===== src/rtl/spi_master_cfg.sv =====
// SPI master, modes 0-3, MSB/LSB first, programmable half-period, NUM_CS active-low selects.
// Done pulse 1+(2*DATA_W+2)*(clk_div+1) cycles after start; start is ignored (not queued) while busy.
module spi_master_cfg #(
    parameter int DATA_W = 8,
    parameter int DIV_W  = 8,
    parameter int NUM_CS = 4,
    localparam int CS_W  = (NUM_CS > 1) ? $clog2(NUM_CS) : 1
) (
    input  logic              i_clk,
    input  logic              i_reset,
    input  logic              i_start,
    input  logic [DATA_W-1:0] i_tx_data,
    input  logic              i_cpol,
    input  logic              i_cpha,
    input  logic              i_lsb_first,
    input  logic [DIV_W-1:0]  i_clk_div,
    input  logic [CS_W-1:0]   i_cs_sel,
    input  logic              i_miso,
    output logic              o_sclk,
    output logic              o_mosi,
    output logic [NUM_CS-1:0] o_cs_n,
    output logic              o_busy,
    output logic [DATA_W-1:0] o_rx_data,
    output logic              o_rx_valid,
    output logic              o_tx_done
);

    localparam int EW = $clog2(2 * DATA_W);

    typedef enum logic [1:0] {S_IDLE, S_SETUP, S_SHIFT, S_HOLD} state_t;

    state_t              r_state;
    state_t              w_next;
    logic [DIV_W-1:0]    r_cnt;
    logic [DIV_W-1:0]    r_div;
    logic [EW-1:0]       r_edge;
    logic [DATA_W-1:0]   r_tx;
    logic [DATA_W-1:0]   r_rx;
    logic                r_cpha;
    logic                r_lsb;
    logic                r_sclk;
    logic                r_mosi;
    logic [NUM_CS-1:0]   r_cs_n;
    logic [DATA_W-1:0]   r_rx_data;
    logic                r_rx_valid;
    logic                r_tx_done;

    logic                w_half_end;
    logic                w_last_edge;
    logic                w_leading;
    logic                w_drive;
    logic                w_sample;
    logic                w_tx_bit;
    logic [DATA_W-1:0]   w_tx_next;
    logic [DATA_W-1:0]   w_rx_next;
    logic [NUM_CS-1:0]   w_cs_dec;

    assign w_half_end  = (r_cnt == r_div);
    assign w_last_edge = (r_edge == EW'(2 * DATA_W - 1));
    assign w_leading   = ~r_edge[0];
    assign w_tx_bit    = r_lsb ? r_tx[0] : r_tx[DATA_W-1];
    assign w_tx_next   = r_lsb ? (r_tx >> 1) : (r_tx << 1);
    assign w_rx_next   = r_lsb ? {i_miso, r_rx[DATA_W-1:1]} : {r_rx[DATA_W-2:0], i_miso};

    // cpha=0 drives on trailing edges (the first bit went out at SETUP entry); cpha=1 on leading
    assign w_drive  = (r_state == S_SHIFT) && w_half_end &&
                      (r_cpha ? w_leading : (!w_leading && !w_last_edge));
    assign w_sample = (r_state == S_SHIFT) && w_half_end &&
                      (r_cpha ? !w_leading : w_leading);

    always_comb begin
        w_cs_dec = '1;
        for (int i = 0; i < NUM_CS; i++) begin
            if (CS_W'(i) == i_cs_sel) w_cs_dec[i] = 1'b0;
        end
    end

    always_comb begin
        w_next = r_state;
        case (r_state)
            S_IDLE:  if (i_start) w_next = S_SETUP;
            S_SETUP: if (w_half_end) w_next = S_SHIFT;
            S_SHIFT: if (w_half_end && w_last_edge) w_next = S_HOLD;
            S_HOLD:  if (w_half_end) w_next = S_IDLE;
            default: w_next = S_IDLE;
        endcase
    end

    always_ff @(posedge i_clk) begin
        if (i_reset) r_state <= S_IDLE;
        else         r_state <= w_next;
    end

    always_ff @(posedge i_clk) begin
        if (i_reset) begin
            r_cnt      <= '0;
            r_div      <= '0;
            r_edge     <= '0;
            r_tx       <= '0;
            r_rx       <= '0;
            r_cpha     <= 1'b0;
            r_lsb      <= 1'b0;
            r_sclk     <= 1'b0;
            r_mosi     <= 1'b0;
            r_cs_n     <= '1;
            r_rx_data  <= '0;
            r_rx_valid <= 1'b0;
            r_tx_done  <= 1'b0;
        end else begin
            r_rx_valid <= 1'b0;
            r_tx_done  <= 1'b0;
            if (r_state == S_IDLE) begin
                if (i_start) begin
                    r_cnt  <= '0;
                    r_div  <= i_clk_div;
                    r_edge <= '0;
                    r_rx   <= '0;
                    r_cpha <= i_cpha;
                    r_lsb  <= i_lsb_first;
                    r_sclk <= i_cpol;
                    r_cs_n <= w_cs_dec;
                    if (i_cpha) begin
                        r_tx <= i_tx_data;
                    end else begin
                        r_mosi <= i_lsb_first ? i_tx_data[0] : i_tx_data[DATA_W-1];
                        r_tx   <= i_lsb_first ? (i_tx_data >> 1) : (i_tx_data << 1);
                    end
                end
            end else begin
                r_cnt <= w_half_end ? '0 : r_cnt + 1'b1;
            end
            if ((r_state == S_SHIFT) && w_half_end) begin
                r_sclk <= ~r_sclk;
                r_edge <= r_edge + 1'b1;
            end
            if (w_drive) begin
                r_mosi <= w_tx_bit;
                r_tx   <= w_tx_next;
            end
            if (w_sample) r_rx <= w_rx_next;
            if ((r_state == S_HOLD) && w_half_end) begin
                r_cs_n     <= '1;
                r_rx_data  <= r_rx;
                r_rx_valid <= 1'b1;
                r_tx_done  <= 1'b1;
            end
        end
    end

    assign o_sclk     = r_sclk;
    assign o_mosi     = r_mosi;
    assign o_cs_n     = r_cs_n;
    assign o_busy     = (r_state != S_IDLE);
    assign o_rx_data  = r_rx_data;
    assign o_rx_valid = r_rx_valid;
    assign o_tx_done  = r_tx_done;

endmodule


===== config.mk =====
export PLATFORM = sky130hd
export DESIGN_NAME = spi_master_cfg
export DESIGN_NICKNAME = d
export VERILOG_FILES = /design/src/rtl/spi_master_cfg.sv
export SDC_FILE = /design/constraint.sdc
export NUM_CORES = 1
export LEC_CHECK = 0
export CORE_MARGIN = 8
export CORE_UTILIZATION = 50
export DETAILED_ROUTE_END_ITERATION = 10
export DONT_BUFFER_PORTS = 1
export PLACE_DENSITY = 0.75
export SLEW_MARGIN = 30
export SYNTH_ARGS = -nofsm -noshare
export SYNTH_HDL_FRONTEND = slang
export SYNTH_SLANG_ARGS = --single-unit

===== constraint.sdc =====
create_clock -name i_clk -period 4 [get_ports i_clk]
set_clock_uncertainty 0.05 [all_clocks]
set_input_delay 1 -clock i_clk [delete_from_list [all_inputs] [get_ports i_clk]]
set_output_delay 1 -clock i_clk [all_outputs]
set_load 0.01 [all_outputs]

## Word level (Yosys, flattened, before mapping)

Cells that the tools add are included.

- $lt $le $gt $ge: 0
- Add/sub/neg operators: 2
- Multiply operators: 0
- Reductions and logical operators: 23
- Shifts and indexed selects: 0
- Equal/unequal tests: 13
- Divide/modulo/power cells: 0
- Mux-type cells: 36
- Bitwise gates (word level): 2

Operator list:

| cell | count |
|---|---|
| $mux W8 | 12 |
| $mux W1 | 16 |
| $reduce_bool A2 Y1 | 7 |
| $mux W4 | 3 |
| $add A8 B1 Y8 const B | 1 |
| $eq A8 B8 Y1 | 1 |
| $mux W2 | 4 |
| $pmux W2 S4 | 1 |
| $reduce_and A2 Y1 | 4 |
| $logic_and A1 B1 Y1 | 6 |
| $ne A2 B2 Y1 const B | 3 |
| $add A4 B1 Y4 const B | 1 |
| $eq A2 B2 Y1 const A | 2 |
| $eq A2 B2 Y1 const B | 2 |
| $eq A4 B4 Y1 const B | 1 |
| $logic_not A2 Y1 | 2 |
| $ne A2 B1 Y1 const B | 2 |
| $reduce_and A4 Y1 | 1 |
| $reduce_and A3 Y1 | 1 |
| $eq A1 B2 Y1 const A | 1 |
| $eq A2 B1 Y1 const B | 1 |
| $not A1 Y1 | 2 |
| $reduce_or A2 Y1 | 1 |
| $logic_not A1 Y1 | 1 |

- ROM bits: 0
- Register bits after elaboration: 55
- Logic and storage cells: 89
- Input port bits: 25
- Output and inout bits: 17
- Memories kept: 0
- Bits in latches: 0
- Bits in writable memories: 0

## Longest topological paths before layout

- Depth in word-level cells: 7
- Depth in mapped cells: 7
- Gate-level depth less buffers: 6

## Worst setup path before layout

OpenSTA, ideal clock, no wires.

- Path kind: input to register
- Start: input i_lsb_first
- End: register r_tx[7]
- Path buffers: 1
- Arrival time: 1.926 ns
- Required time: 3.818 ns
- Library setup time: 0.132 ns
- Stages: 5
- Setup slack: 1.891 ns
- Path through: clkbuf_1 -> nor2_1 -> a221o_1 -> o211ai_1 -> a21oi_1

- Word-level cells in the longest chain between the ends: 5

RTL lines:

| what | RTL line | source |
|---|---|---|
| start: declaration | 15 | `input logic i_lsb_first,` |
| $mux W8 | 126 | `r_tx <= i_lsb_first ? (i_tx_data >> 1) : (i_tx_data << 1);` |
| $mux W8 | 122 | `if (i_cpha) begin` |
| $mux W8 | 113 | `if (i_start) begin` |
| $mux W8 | 112 | `if (r_state == S_IDLE) begin` |
| $mux W8 | 136 | `if (w_drive) begin` |
| end signal: assignment | 123 | `r_tx <= i_tx_data;` |
| end signal: assignment | 126 |  |
| end signal: assignment | 138 | `r_tx <= w_tx_next;` |
| end: declaration | 37 | `logic [DATA_W-1:0] r_tx;` |

No other way between the ends. The select of a mux whose other input is x is not followed.
A chain may end at the register's enable or synchronous reset.

## Final worst setup path

- Start: register r_state[0]
- End: output o_busy

- Word-level cells in the longest chain between the ends: 1

RTL lines:

| what | RTL line | source |
|---|---|---|
| start: declaration | 32 | `state_t r_state;` |
| start signal: assignment | 91 | `else r_state <= w_next;` |
| $reduce_bool A2 Y1 | 153 | `assign o_busy = (r_state != S_IDLE);` |
| end: declaration | 22 | `output logic o_busy,` |

No other way between the ends.

==> results.sh <==
export IMPL_clock_path_buffers=2
export IMPL_grt_use_total_pct=13.6
export IMPL_p_seq_share_pct=47.6
export IMPL_cp_required_ns=2.95
export IMPL_post_cts_buffers=0
export IMPL_first_iter_violations=140
export IMPL_ys_seq_area_share_pct=39.8
export IMPL_wirelength_um=5620
export IMPL_synthToLayoutAreaGrowth_pct=3.53
export IMPL_swShare_pct=37.4
export IMPL_worstHoldStart="r_div[0]"
export IMPL_async_flop_share_pct=0
export IMPL_fillers=521
export IMPL_mostFrequentLayoutCells="54 x dfxtp_1, 48 x nand2_1, 27 x a21oi_1, 17 x mux2i_1, 16 x nand3_1"
export IMPL_powerDensity_nw_per_um2=498
export IMPL_gr_total_overflow=0
export IMPL_seq_area_sq_um=1100
export IMPL_synth_ff_type="dfxtp_1"
export IMPL_multi_input_area_sq_um=1560
export IMPL_antenna_cells=0
export IMPL_dieArea_sq_um=8170
export IMPL_dpl_cell_count=365
export IMPL_critPathKind="reg2out"
export IMPL_holdPathStages=2
export IMPL_p_comb_share_pct=29.3
export IMPL_syn_area_sq_um=2770
export IMPL_grt_pass1_wl_um=9550
export IMPL_placed_cell_area_sq_um=2760
export IMPL_syn_inst=317
export IMPL_cp_max_fo=5
export IMPL_utilization_pct=52.6
export IMPL_grt_pass1_vias=2037
export IMPL_rsz0062_at_grt="no"
export IMPL_hold_ws_ns=0.419
export IMPL_hpwl_um=3800
export IMPL_period_minus_slack_ns=2.27
export IMPL_setup_tns_final_ns=0
export IMPL_synth_ff_latch_count=55
export IMPL_layout_drive_gt1_share_pct=7.31
export IMPL_fp_row_count=27
export IMPL_p_int_mw=0.892
export IMPL_place_ws_ns=1.57
export IMPL_final_area_sq_um=2860
export IMPL_routabilityCongestion=0.740
export IMPL_cts_clk_slew_worst_paths_ns=0.11
export IMPL_ys_types=42
export IMPL_endpoint_kind="output port"
export IMPL_power_clock_fraction_pct=23.0
export IMPL_hold_violations=0
export IMPL_nets=332
export IMPL_finalCritPeriodShare_pct=56.7
export IMPL_leakage_nw=1.01
export IMPL_core_area_sq_um=5440
export IMPL_p_sw_mw=0.533
export IMPL_finalNonFillerCells=373
export IMPL_dr_pass1_iters=4
export IMPL_viasPerCell=5.84
export IMPL_worstRegToRegCells=5
export IMPL_worst_hold_path_type="reg2reg"
export IMPL_synth_edf_count=0
export IMPL_setup_slack_ns=1.73
export IMPL_cts_sinks=55
export IMPL_grt_max_degree=46
export IMPL_io_pins=42
export IMPL_crit_path_start_kind="register"
export IMPL_ys_warn_count=0
export IMPL_clock_latency_ns=0.31
export IMPL_cts_root_buf="clkbuf_8"
export IMPL_antenna_found_initial=0
export IMPL_max_freq_mhz=441
export IMPL_die_w_um=90.4
export IMPL_cts_repair_resized=0
export IMPL_status="complete, no violations"
export IMPL_power_total_mw=1.43
export IMPL_worst_pin_slew_ns=0.580
export IMPL_hold_buffers=0
export IMPL_worstPathArrival_ns=1.22
export IMPL_placement_io_buffers=0
export IMPL_timing_rr_end="r_tx[7]"
export IMPL_syn_avg_cell_area_sq_um=8.72
export IMPL_r2r_start="r_cnt[5]"
export IMPL_syn_nets=349
export IMPL_start_util_pct=50.8
export IMPL_htree_levels=2
export IMPL_drc=0
export IMPL_fp_dieH_um=90.4
export IMPL_ir_drop_mv=0.333
export IMPL_slew_viol_final=0
export IMPL_layout_commonest_cell="dfxtp_1"
export IMPL_final_antenna_net_count=0
export IMPL_r2r_slack_ns=1.75
export IMPL_numCtsBuffers=5
export IMPL_cts_tree="done"
export IMPL_startpoint="r_state[0]"
export IMPL_cap_violations=0
export IMPL_hold_end="r_div[0]"
export IMPL_vias=2179
export IMPL_setup_violations_final=0
export IMPL_relSlewSlack_pct=61.0
export IMPL_wl_per_cell_um=15.1
-- cells in the mapped netlist (2+ instances only) --
master     n  area [sq um]
dfxtp_1   55          1100
nand3b_1   2          15.0
a311oi_1  13           114
clkbuf_1  15          56.3
o21ai_0   12          60.1
mux2i_1   17           170
o211ai_1   3          22.5
or2_0      9          56.3
or2_2      2          12.5
nand2b_1   7          43.8
nand3_1   16          80.1
a221o_1    2          20.0
a21oi_1   29           145
and3_1     4          25.0
buf_2      5          25.0
xor2_1     8          70.1
nor2b_1    8          50.1
inv_1      4          15.0
nand2_1   49           184
nor2_1     6          22.5
ha_1       7          87.6
buf_1      3          11.3
nor3_1     3          15.0
nor4_4     2          42.5
a41oi_1    2          17.5
and2_1     2          12.5
a211oi_1   9          67.6
a31oi_1    2          12.5
a22o_1     8          70.1
-- layer usage --
layer  up-vias  global-route usage (%)  share of wire (%)
met4         0                    3.74                1.4
li1       1103                       -                  -
met1      1023                    16.8                 47
met2        45                    22.3                 47
met5         -                       0                  0
met3         8                    4.07                5.3
-- power groups by stage --
| stage | Clock, mW | Combinational, mW | Sequential (mW) |
|---|---|---|---|
| after CTS | 0.337 | 0.416 | 0.678 |
| after global placement | 0 | 0.401 | 0.688 |
| final | 0.329 | 0.418 | 0.679 |
| after detailed placement | 0 | 0.413 | 0.690 |
| after floorplan | 0 | 0.380 | 0.662 |
| after global routing | 0.353 | 0.475 | 0.687 |
-- critical path, cell delays in order, from the launching register on --
cell	delay, ns
dfxtp_1	0.38
inv_1	0.10
ha_1	0.28
inv_1	0.14
-- kinds of logic after synthesis --
logic type / count (synthesis) / share of synthesized area (%)
flip-flops: 55 / 39.8
adder cells (fa/ha/maj): 7 / 3.17
buffers and inverters: 28 / 4.16
AO/OA/AOI/OAI: 86 / 21.6
XOR/XNOR: 9 / 2.85
AND/OR/NAND/NOR: 114 / 21.8
multiplexers: 18 / 6.56
-- area by class of cell --
type	instances	share of cell area [%]
inverters	4	0.524
well taps	72	3.15
flip-flops and latches	55	38.5
clock buffers	5	2.40
multi-input cells	234	54.5
clock inverters	3	0.918
-- worst max-delay path by stage --
stage                          end  slack, ns
final                       o_busy       1.73
after global routing       r_tx[7]       1.53
after CTS                 r_cnt[7]       1.71
after detailed placement    o_mosi       1.57
after global placement      o_mosi       1.58
after floorplan            r_tx[7]       1.89
-- state kept, by name, summed over array words and instances (netlist names), 2 cells and up --
name and flops:
r_cnt 8, r_state 2, o_cs_n 4, o_rx_data 8
r_tx 8, r_rx 8, r_div 8, r_edge 4
Note: power is estimated with default switching activity, not from simulation.
